**src/rtl/icache_rd_ctrl.sv**
```systemverilog
// icache_rd_ctrl: I-cache miss refill controller issuing one 4-beat AXI
// read burst per accepted miss and reporting completion/error status.
//
// Ports:
//   clk, rst            clock, asynchronous active-high reset
//   miss_req/miss_addr  miss request and byte address (PC)
//   miss_ack            one-cycle pulse when a request is accepted
//   busy                high whenever the FSM is not IDLE
//   offset              word offset for the line return buffer
//   beat_cnt            count of accepted R beats (wraps 3->0)
//   refill_done/err     one-cycle completion pulse and its error flag
//   o_ar*/i_arready     AXI read-address channel
//   i_r*/o_rready       AXI read-data channel (rdata bypasses this block)
//   first_word_valid    pulse on the first accepted beat (CWF build only)
//
// Build option: ICACHE_CWF_EN selects critical-word-first (WRAP burst
// starting at the missed word) instead of an aligned INCR burst.

module icache_rd_ctrl (
   input  logic        clk,
   input  logic        rst,
   input  logic        miss_req,
   input  logic [31:0] miss_addr,
   output logic        miss_ack,
   output logic        busy,
   output logic [1:0]  offset,
   output logic [1:0]  beat_cnt,
   output logic        refill_done,
   output logic        refill_err,
`ifdef ICACHE_CWF_EN
   output logic        first_word_valid,
`endif
   output logic [31:0] o_araddr,
   output logic [7:0]  o_arlen,
   output logic [2:0]  o_arsize,
   output logic [1:0]  o_arburst,
   output logic        o_arvalid,
   input  logic        i_arready,
   input  logic        i_rvalid,
   input  logic        i_rlast,
   input  logic [1:0]  i_rresp,
   output logic        o_rready
);

   typedef enum logic [1:0] {
      S_IDLE = 2'd0,
      S_AR   = 2'd1,
      S_R    = 2'd2,
      S_DONE = 2'd3
   } state_t;

   state_t      r_state;
   logic [31:0] r_araddr;
   logic        r_ack;
   logic        r_arvalid;
   logic        r_rready;
   logic [1:0]  r_beat_cnt;
   logic        r_err;
   logic        r_done;
   logic        r_rerr;

   logic        w_beat;
   logic        w_beat_err;
   logic        w_err_nxt;
   logic [31:0] w_araddr;
   logic        w_unused;

`ifdef ICACHE_CWF_EN
   logic        r_first;

   // WRAP burst starts at the missed word, data arrive pre-rotated
   assign w_araddr         = {miss_addr[31:2], 2'b00};
   assign o_arburst        = 2'b10;
   assign offset           = 2'b00;
   assign first_word_valid = r_first & w_beat;
`else
   logic [1:0]  r_offset;

   assign w_araddr  = {miss_addr[31:4], 4'h0};
   assign o_arburst = 2'b01;
   assign offset    = r_offset;
`endif

   // byte-lane bits never influence a word-granular line fill
   assign w_unused = ^miss_addr[1:0];

   assign o_arlen     = 8'd3;
   assign o_arsize    = 3'b010;
   assign o_araddr    = r_araddr;
   assign o_arvalid   = r_arvalid;
   assign o_rready    = r_rready;
   assign miss_ack    = r_ack;
   assign busy        = (r_state != S_IDLE);
   assign beat_cnt    = r_beat_cnt;
   assign refill_done = r_done;
   assign refill_err  = r_rerr;

   // A beat is bad on a non-OKAY response, on rlast before the 4th beat,
   // or when the 4th beat arrives without rlast (burst overrun).
   always_comb begin
      w_beat     = (r_state == S_R) & i_rvalid & r_rready;
      w_beat_err = (i_rresp != 2'b00)
                 | (i_rlast & (r_beat_cnt != 2'd3))
                 | (~i_rlast & (r_beat_cnt == 2'd3));
      w_err_nxt  = r_err | w_beat_err;
   end

   always_ff @(posedge clk or posedge rst) begin
      if (rst) begin
         r_state    <= S_IDLE;
         r_araddr   <= 32'h0;
         r_ack      <= 1'b0;
         r_arvalid  <= 1'b0;
         r_rready   <= 1'b0;
         r_beat_cnt <= 2'd0;
         r_err      <= 1'b0;
         r_done     <= 1'b0;
         r_rerr     <= 1'b0;
`ifdef ICACHE_CWF_EN
         r_first    <= 1'b0;
`else
         r_offset   <= 2'd0;
`endif
      end else begin
         r_ack  <= 1'b0;
         r_done <= 1'b0;
         r_rerr <= 1'b0;
         case (r_state)
            S_IDLE: begin
               if (miss_req) begin
                  r_araddr   <= w_araddr;
                  r_ack      <= 1'b1;
                  r_beat_cnt <= 2'd0;
                  r_err      <= 1'b0;
                  r_arvalid  <= 1'b1;
`ifndef ICACHE_CWF_EN
                  r_offset   <= miss_addr[3:2];
`endif
                  r_state    <= S_AR;
               end
            end
            S_AR: begin
               if (r_arvalid & i_arready) begin
                  r_arvalid <= 1'b0;
                  r_rready  <= 1'b1;
`ifdef ICACHE_CWF_EN
                  r_first   <= 1'b1;
`endif
                  r_state   <= S_R;
               end
            end
            S_R: begin
               if (w_beat) begin
                  r_beat_cnt <= r_beat_cnt + 2'd1;
                  r_err      <= w_err_nxt;
`ifdef ICACHE_CWF_EN
                  r_first    <= 1'b0;
`endif
                  // rlast always closes the burst, early or not
                  if (i_rlast) begin
                     r_rready <= 1'b0;
                     r_done   <= 1'b1;
                     r_rerr   <= w_err_nxt;
                     r_state  <= S_DONE;
                  end
               end
            end
            S_DONE: begin
               r_state <= S_IDLE;
            end
            default: begin
               r_state <= S_IDLE;
            end
         endcase
      end
   end

endmodule
```
**config.mk**
```make
export PLATFORM = sky130hd
export DESIGN_NAME = icache_rd_ctrl
export DESIGN_NICKNAME = d
export VERILOG_FILES = /design/src/rtl/icache_rd_ctrl.sv
export SDC_FILE = /design/constraint.sdc
export NUM_CORES = 1
export LEC_CHECK = 0
export CAP_MARGIN = 20
export CORE_MARGIN = 2
export CORE_UTILIZATION = 44
export CTS_BUF_LIST = sky130_fd_sc_hd__clkbuf_8
export CTS_CLUSTER_DIAMETER = 80
export DETAILED_ROUTE_END_ITERATION = 8
export GPL_TIMING_DRIVEN = 1
export HOLD_SLACK_MARGIN = 0.03
export PLACE_DENSITY = 0.84
export SYNTH_ARGS = -nofsm -noshare
export SYNTH_HDL_FRONTEND = slang
export SYNTH_SLANG_ARGS = --single-unit
```
**constraint.sdc**
```tcl
create_clock -name clk -period 4.3 [get_ports clk]
set_input_delay 1.075 -clock clk [delete_from_list [all_inputs] [get_ports clk]]
set_output_delay 1.075 -clock clk [all_outputs]
set_load 0.05 [all_outputs]
```
Yosys cells after proc, flatten, opt, wreduce, memory -nomap -nowiden
Index checks and enable logic that the tools add are counted.
Word-level totals
  flip-flop bits (word level): 40
  input port bits: 40
  output and inout bits: 55
  word-level logic and storage cells: 66
Operators by class
  add/subtract/negate cells: 1
  equal/unequal tests: 9
  multiplexer cells: 26
  bitwise gates (word level): 9
  reductions and logical operators: 11
Operator list (count)
  1-bit two-way mux: 15
  2-bit two-way mux: 6
  2-bit != test (second input constant): 5
  2-bit nonzero test: 5
  2-bit case mux with 4 select lines: 1
  4-bit AND reduction: 2
  2-bit == test (second input constant): 3
  1-bit case mux with 2 select lines: 3
  3-bit AND reduction: 2
  1-bit AND: 5
  2-bit case mux with 2 select lines: 1
  1-bit bitwise OR: 3
  2-bit by 1-bit adder with 2-bit output (second input constant): 1
  2-bit by 1-bit == test with 1-bit output (second input constant): 1
  2-bit zero test: 1
  2-bit AND reduction: 1
  1-bit NOT: 1

Logic depth before layout (Yosys ltp)
Gate-level depths: netlist of the first run.
  depth in word-level cells: 8
  mapped depth: 6

Worst setup path before layout of the first run
OpenSTA, ideal clock, no wires.
  path type: register to output
  from: reg r_state[0]
  to: out busy
  data arrival time: 1009 ps
  data required time: 3225 ps
  path slack: 2216 ps
  cell stages (with the launch flop): 4
  path buffers: 0
  cells stage by stage: dfrtp_1 inv_1 ha_1 inv_1
Between the ends
  word-level cells in the longest chain between the ends: 1
RTL lines
  start, declared: line 52  | state_t r_state;
  start signal, assigned: line 110  | r_state <= S_IDLE;
  start signal, assigned: line 139  | r_state <= S_AR;
  start signal, assigned: line 149  | r_state <= S_R;
  2-bit nonzero test: line 93  | assign busy = (r_state != S_IDLE);
  end, declared: line 25  | output logic busy,
Every way passes these cells.

Worst setup path after layout of the first run
  from: reg r_state[1]
  to: out busy
Same word-level chain as after synthesis.

==> impl_metrics.py, run 1 <==
metrics = {
    "sta": {
        "maxSlewHeadroom_pct": 55.2,
        "tns_ns": 0,
        "fin_crit_ns": 3.04,
        "fin_crit_sh_pct": 70.8,
        "clock-skew-final_ns": 0.00482,
        "finalWorstSetupSlack_ns": 1.26,
        "slew_violations": 0,
        "timing.fmax_mhz": 329,
        "hold_violations": 0,
        "setup_violations": 0,
        "whs_ns": 0.489,
        "tightest_slew_ns": 0.671,
        "grt_setup_unrepaired": "false",
    },
    "setup_path": {
        "crit_fanout": 8,
        "start_kind": "flop",
        "cp_cell_sequence": "inv_1, ha_1, inv_1, clkdlybuf4s50_1",
        "crit_path_end_kind": "primary output",
        "worstPathRequired_ns": 3.22,
        "cp.arrival_ns": 1.97,
        "cp_common_cell": "inv_1",
        "max_stage_delay_ns": 0.81,
        "crit_slowest_cell": "clkdlybuf4s50_1",
        "worstSetupPathType": "flop to primary output",
    },
    "cells_and_area": {
        "post-route-util_pct": 66.1,
        "diodes": 0,
        "areaGrowthSynthToFinish_pct": 43.4,
        "drive_gt1_share_pct": 7.62,
        "instances_no_fill": 273,
        "design_area_mm2": 0.00268,
        "fill_cells": 326,
        "nets": 268,
    },
    "drt": {
        "vias_per_cell": 4.82,
        "antenna_left": 0,
        "drc": 0,
        "via_count": 1316,
        "drt-initial-drc-count": 41,
        "first_pass_iters": 4,
        "wl_per_cell_um": 13.5,
        "wl_mm": 3.67,
    },
    "floorplan": {
        "die_h_um": 69.2,
        "start_util_pct": 46.1,
        "die_area_mm2": 0.00479,
        "die_x_um": 69.2,
        "num_rows": 23,
        "io_pins": 95,
        "core_area_mm2": 0.00406,
    },
    "placement": {
        "place_congestion": 0.766,
        "pre_cts_slack_ns": 1.57,
        "dp_hpwl_mm": 2.72,
        "dpl_cell_area_mm2": 0.00260,
        "io_buffer_count": 75,
        "dp.cells": 266,
    },
    "synth": {
        "synth_ff_type": "dfrtp_1",
        "synthXorXnorAreaFrac_pct": 0.468,
        "synth-compound-area-share_pct": 5.88,
        "synth_cell_type_count": 35,
        "ys_ff_latch": 40,
        "yosys_warnings": 0,
        "yosys.area.top_type": "dfrtp_1",
        "synth.most_common_cell": "dfrtp_1",
        "synth_top_area_share_pct": 53.5,
        "yosysSeqAreaShare_pct": 53.5,
        "yosys.area_share.simple_pct": 6.68,
        "syn_inst": 146,
        "syn_avg_cell_area_um2": 12.8,
        "async_flop_share_pct": 100,
        "synth-edff-count": 0,
        "synthesis.area_mm2": 0.00187,
        "synth.top_cells.by_count": "dfrtp_1 (40), mux2_1 (29), buf_4 (18)",
        "synthAdderAreaFrac_pct": 3.34,
        "synth_top_family_by_area": "multiplexers",
        "synth_mux_area_share_pct": 19.9,
        "yosys-top-cells-area": "dfrtp_1 (53%), mux2_1 (17%), buf_4 (7.2%)",
    },
    "min_path": {
        "hold_path_class": "flop to flop",
    },
    "clocking": {
        "cts_buffer_depth": 2,
        "cts_setup_buffers": 0,
        "clock_sinks": 40,
        "clk_pin_slew_worst_paths_ns": 0.07,
        "h-tree-depth": 2,
        "clock-root-buffer": "clkbuf_8",
        "cts_tree": "done",
        "clk_latency_ns": 0.29,
        "numCtsBuffers": 5,
        "cts_hold_buf": 0,
        "cts_resized": 0,
    },
    "job": {
        "maxCapViolations": 0,
    },
    "power_and_ir_drop": {
        "ir_drop_mv": 0.404,
        "leakagePower_nw": 1.20,
        "power_density_mw_per_mm2": 870,
        "power_mw": 2.34,
    },
    "grt": {
        "grt_max_degree": 32,
        "grt_first_pass_wirelength_mm": 5.96,
        "first_global_vias": 1228,
        "antenna_found_initial": 0,
        "grt.total_usage_pct": 15.4,
        "grt_overflow": 0,
    },
    "status": {
        "outcome": "finished, final reports clean",
    },
}
-- where the power goes --
group,switching [mW],total (mW),internal (mW)
registers,0.102,0.662,0.560
logic,0.911,1.43,0.523
clock network,0.129,0.239,0.110
-- logic make-up (layout without fill, tap and decap cells) --
logic type / after synthesis / count (layout)
mux: 33 / 33
flops: 40 / 40
simple gates: 21 / 21
fa+ha+maj: 5 / 5
xor+xnor: 1 / 1
buf+inv: 30 / 92
compound gates: 14 / 14
other cells: 2 / 17
-- per-layer routing --
metal | share of wire (%) | GRT usage, % | wire length, um
met1 | 45 | 21.2 | 1640
met2 | 48 | 23.7 | 1770
met3 | 6.1 | 4.07 | 225
met4 | 1.3 | 5.23 | 46
met5 | 0 | 0 | 0
-- registers in the layout, summed over array words and instances (netlist names) --
name and flops:
refill_done 1, o_arvalid 1, o_rready 1, miss_ack 1, r_state 2, refill_err 1
offset 2, r_err 1, o_araddr 28, beat_cnt 2
-- cell type report --
type	instances	area [um^2]	share of cell area, %
flip-flops and latches	40	1000	37.3
repair buffers	77	766	28.5
multi-input cells	91	743	27.7
clock buffers	5	68.8	2.56
well taps	50	62.6	2.33
inverters	8	30.0	1.12
clock inverters	2	12.5	0.466
-- cells in the final DEF, fill, tap and decap left out, types with 2 or more instances in the layout --
cell | Yosys | final
nor2_1 | 3 | 3
and3_2 | 2 | 2
conb_1 | 2 | 17
clkbuf_8 | 0 | 5
ha_1 | 5 | 5
mux2_1 | 29 | 29
a221o_1 | 2 | 2
clkdlybuf4s50_1 | 0 | 75
nand2b_1 | 2 | 2
dfrtp_1 | 40 | 40
buf_4 | 18 | 2
inv_1 | 8 | 8
a21oi_1 | 3 | 3
mux2i_1 | 2 | 2
nand2_1 | 5 | 5
a22o_1 | 2 | 2
-- worst max-delay path, delay by kind of cell (launching register included) --
family / cells / cell delay (ns)
buffers and inverters: 3 / 1.02
DFF: 1 / 0.37
adders and majority gates: 1 / 0.30
-- final timing paths --
path                            startpoint  slack, ns      endpoint  cells past startpoint
worst min register to register   offset[0]       0.49     offset[0]                      1
worst min-delay path             offset[0]       0.49     offset[0]                      1
worst max register to register  r_state[0]       2.36    r_state[1]                      5
min in group asynchronous              rst       1.17  o_araddr[23]                      2
worst max-delay path            r_state[1]       1.26          busy                      4
max in group asynchronous              rst       2.37   beat_cnt[0]                      3
Note: power is estimated with default switching activity, not from simulation.
==> run 2: changes to the inputs <==
- CORE_UTILIZATION: 44 -> 41
- PLACE_DENSITY: 0.84 -> 0.79
- clock period: 4.3 -> 2.85 ns (I/O delays scaled with it)
==> run 2 against run 1 <==
  * Worst setup slack lost 1.1 ns
  * Combinational power is 52% higher
  * Core utilization decreased by 2.9 points
  * Clock power grew to 2.7 times the previous value
  * Count of clock-buffer cells in the layout did not move
  * Largest power group unchanged
==> impl_metrics.py, run 2 (same netlist as run 1, synthesis figures left out) <==
metrics = {
    "cells_and_area": {
        "design_area_mm2": 0.00277,
        "nets": 269,
        "largest_register_ffs": 28,
        "drive_gt1_share_pct": 8.44,
        "areaGrowthSynthToFinish_pct": 48.1,
        "layout_commonest_cell": "clkdlybuf4s50_1",
        "post-route-util_pct": 63.2,
        "diodes": 0,
        "fill_cells": 363,
        "mostFrequentLayoutCells": "clkdlybuf4s50_1 (75), dfrtp_1 (40), mux2_1 (29)",
    },
    "status": {
        "outcome": "finished, final reports clean",
    },
    "setup_path": {
        "crit_slowest_cell": "clkdlybuf4s50_1",
        "crit_path_end_kind": "primary output",
        "max_stage_delay_ns": 0.80,
        "cp.arrival_ns": 1.97,
        "worstPathRequired_ns": 2.14,
        "crit_fanout": 8,
        "cp_common_cell": "inv_1",
        "cp_num_buf_inv": 3,
        "cp_cell_sequence": "inv_1, ha_1, inv_1, clkdlybuf4s50_1",
        "start_kind": "flop",
        "worstSetupPathType": "flop to primary output",
        "crit_family": "buffers and inverters",
    },
    "sta": {
        "slew_violations": 0,
        "fin_crit_ns": 2.68,
        "hold_violations": 0,
        "tightest_slew_ns": 0.532,
        "grt_setup_unrepaired": "false",
        "tns_ns": 0,
        "setup_violations": 0,
        "clock-skew-final_ns": 0.00242,
        "maxSlewHeadroom_pct": 64.4,
        "fin_crit_sh_pct": 94.0,
        "timing.fmax_mhz": 373,
        "whs_ns": 0.490,
    },
    "power_and_ir_drop": {
        "leakagePower_nw": 1.25,
        "ir_drop_mv": 0.655,
        "power_density_mw_per_mm2": 1370,
    },
    "drt": {
        "first_pass_iters": 2,
        "drt-initial-drc-count": 43,
        "wl_per_cell_um": 13.2,
        "antenna_left": 0,
        "wl_mm": 3.65,
        "via_count": 1328,
        "vias_per_cell": 4.79,
        "drc": 0,
    },
    "clocking": {
        "numCtsBuffers": 5,
        "h-tree-depth": 2,
        "clk_latency_ns": 0.29,
        "clk_pin_slew_worst_paths_ns": 0.08,
        "clock_sinks": 40,
        "cts_setup_buffers": 0,
        "cts_resized": 0,
        "cts_hold_buf": 0,
        "clock-root-buffer": "clkbuf_8",
        "cts_tree": "done",
        "cts_buffer_depth": 2,
    },
    "placement": {
        "place_congestion": 0.778,
        "dpl_cell_area_mm2": 0.00261,
        "dp_hpwl_mm": 2.64,
        "io_buffer_count": 75,
    },
    "floorplan": {
        "core_area_mm2": 0.00438,
        "die_x_um": 71.6,
        "die_area_mm2": 0.00512,
        "num_rows": 24,
        "die_h_um": 71.6,
        "io_pins": 95,
        "start_util_pct": 42.7,
    },
    "grt": {
        "grt_overflow": 0,
        "grt_first_pass_wirelength_mm": 5.88,
        "antenna_found_initial": 0,
        "grt_max_degree": 41,
        "first_global_vias": 1284,
        "grt.total_usage_pct": 14.9,
    },
    "job": {
        "maxCapViolations": 0,
    },
    "min_path": {
        "hold_path_class": "flop to flop",
    },
}
run 2: cell count changes in the layout (fill, tap and decap cells not counted), sizes merged:
cell      before  now
clkinvlp       1    0
clkinv         1    0
buf            2    3
bufinv         0    3
run 2: path summary, 6_finish.rpt:
check	slack, ns	cells after the start	end	start
max in group asynchronous	1.66	3	o_araddr[22]	rst
min	0.49	1	o_araddr[13]	o_araddr[13]
max	0.17	4	busy	r_state[1]
min reg2reg	0.49	1	o_araddr[13]	o_araddr[13]
max reg2reg	0.91	5	r_state[1]	r_state[0]
min in group asynchronous	0.83	3	o_araddr[27]	rst
run 2: stage by stage:
| stage | instances | power (mW) | setup WS (ns) |
|---|---|---|---|
| final | 277 | 3.81 | 0.171 |
| after global routing | 277 | 4.00 | 0.0733 |
| after CTS | 277 | 3.86 | 0.154 |
| after detailed placement | 269 | 3.20 | 0.500 |
| after global placement | 269 | 3.16 | 0.504 |
| after floorplan | 161 | 2.51 | 1.10 |
run 2: final cells by class:
cell class | instances | area (um^2) | area share [%]
flip-flops and latches | 40 | 1000 | 36.1
well taps | 52 | 65.1 | 2.35
repair buffers | 78 | 773 | 27.9
clock inverters | 3 | 90.1 | 3.25
multi-input cells | 91 | 743 | 26.8
inverters | 8 | 30.0 | 1.08
clock buffers | 5 | 68.8 | 2.48
run 2: per-layer routing:
layer	vias to the layer above	wire [um]	GRT usage, %
li1	626	-	-
met1	639	1490	16.2
met2	56	1780	26.1
met3	7	329	5.34
met4	0	59	6.29
met5	-	0	0
run 2: power breakdown:
part           switching [mW]  leakage, nW  internal, mW
registers               0.150        0.479         0.844
clock network           0.204       0.0784         0.438
logic                    1.38        0.691         0.796
total                    1.73         1.25          2.08
==> variant: new RTL, settings of run 2 <==
Add a define of `ICACHE_CWF_EN`.
--- a/src/rtl/icache_rd_ctrl.sv
+++ b/src/rtl/icache_rd_ctrl.sv
@@ -17,2 +17,4 @@
 // starting at the missed word) instead of an aligned INCR burst.
+
+`define ICACHE_CWF_EN
 
Function (old outputs only; new: first_word_valid): changed (Yosys sat finds a counterexample within 4 cycles, from zero or initial values and one cycle with rst high).
==> variant against run 2 <==
Setup slack better by 0.062 ns; area after synthesis up 4.9%; wire length up 6.0%; clock power down 25%; power up 0.16%; cell count up 1.8%; design area up 2.7%; count of clock-buffer cells in the layout up 1; non-clock buffer count up 3; synthesized cell count down 0.68%; sequential cell count up 1; largest cell class unchanged; highest routed layer unchanged.
==> variant: results (changes against run 2) <==
| Metric | Value |
|---|---|
| Met1 Resource Use GR | 20.1% (was 16.2%) |
| DRT Pass-1 Iters | 4 (was 2) |
| Worst Hold Path EP | o_araddr[28] (was o_araddr[13]) |
| Synth top area cells | dfrtp_1, mux2_4, buf_4 (was dfrtp_1, mux2_1, buf_4) |
| # port buffers | 76 (was 75) |
| Drt wl/cell | 13.7 microns (was 13.2 microns) |
| Filler cells | 380 (was 363) |
| Drt initial violations | 36 (was 43) |
| Worst Path Arrival | 1.90 ns (was 1.97 ns) |
| VDD IR-drop max | 0.536 mV (was 0.655 mV) |
| Routed wl met3 | 222 microns (was 329 microns) |
| Global-route wire length before repair | 6.07 mm (was 5.88 mm) |
| Gpl congestion | 0.753 (was 0.778) |
| Final Skew | 0.00830 ns (was 0.00242 ns) |
| Met1 Wirelength | 1.78 mm (was 1.49 mm) |
| Sequential fraction of the synthesis area | 52.2% (was 53.5%) |
| Area after DPL | 2730 sq um (was 2610 sq um) |
| Post-layout net count | 271 (was 269) |
| Met2 WL | 1.83 mm (was 1.78 mm) |
| Grt met3 use | 3.87% (was 5.34%) |
| Synth Area in Compound Gates | 6.75% (was 5.88%) |
| Layout cells sized above 1 | 20.2% (was 8.44%) |
| Post-synth cell types | 30 (was 35) |
| Via/cell ratio | 4.70 (was 4.79) |
| Multiplexer share of the synthesized area | 23.2% (was 19.9%) |
| DR vias | 1325 (was 1328) |
| Least-Margin Pin Slew | 0.545 ns (was 0.532 ns) |
| Worst hold margin | 0.509 ns (was 0.490 ns) |
| Largest stage delay on the critical path | 0.79 ns |
| DP Worst Slack | 0.474 ns (was 0.500 ns) |
| Leak pwr | 1.37 nW (was 1.25 nW) |
| Worst setup margin | 0.233 ns (was 0.171 ns) |
| Grt met2 use | 23.5% (was 26.1%) |
| Placed wire-length estimate | 2.84 mm (was 2.64 mm) |
| GRT Total Usage | 15.0% (was 14.9%) |
| Slack of the worst reg-to-reg path | 1.14 ns (was 0.91 ns) |
| Largest net degree at the start of global routing | 28 (was 41) |
| Synth Area in XOR/XNOR | 0.446% (was 0.468%) |
| Synth Area in Adders | 2.55% (was 3.34%) |
| Max FO, Critical Path | 7 (was 8) |
| Status | finished, final reports clean (unchanged) |
| R2R Path End | o_araddr[30] (was r_state[1]) |
| Crit path from | r_state[0] (was r_state[1]) |
| Asr flop ratio synth | 100% (unchanged) |
| List of most frequent post-synthesis cells | dfrtp_1, mux2_4, buf_4 (was dfrtp_1, mux2_1, buf_4) |
| Worst Min Path Start | o_araddr[28] (was o_araddr[13]) |
[variant: kinds of logic after synthesis]
| group | after synthesis |
|---|---|
| xor+xnor | 1 |
| compound gates | 20 |
| buf+inv | 30 |
| fa+ha+maj | 4 |
| simple gates | 16 |
| flops | 41 |
| mux | 31 |
| other cells | 2 |
[variant: where the power goes]
part / total, mW / switching, mW / internal (mW)
clock network: 0.481 / 0.199 / 0.282
logic: 2.32 / 1.38 / 0.940
registers: 1.02 / 0.162 / 0.856
[variant: cell type report]
type                            instances  area (sq um)  area share (%)
Sequential cell                        41          1030            36.0
Inverter                                9          33.8            1.19
Timing Repair Buffer                   81           808            28.4
Clock inverter                          2          33.8            1.19
Multi-Input combinational cell         89           795            27.9
Clock buffer                            6          82.6            2.90
Tap cell                               54          67.6            2.37
[variant: worst register-to-register path: stages, from the launching register on]
cell     delay (ns)
dfrtp_1        0.38
inv_1          0.07
ha_1           0.29
nand2_2        0.11
buf_4          0.36
mux2_2         0.39
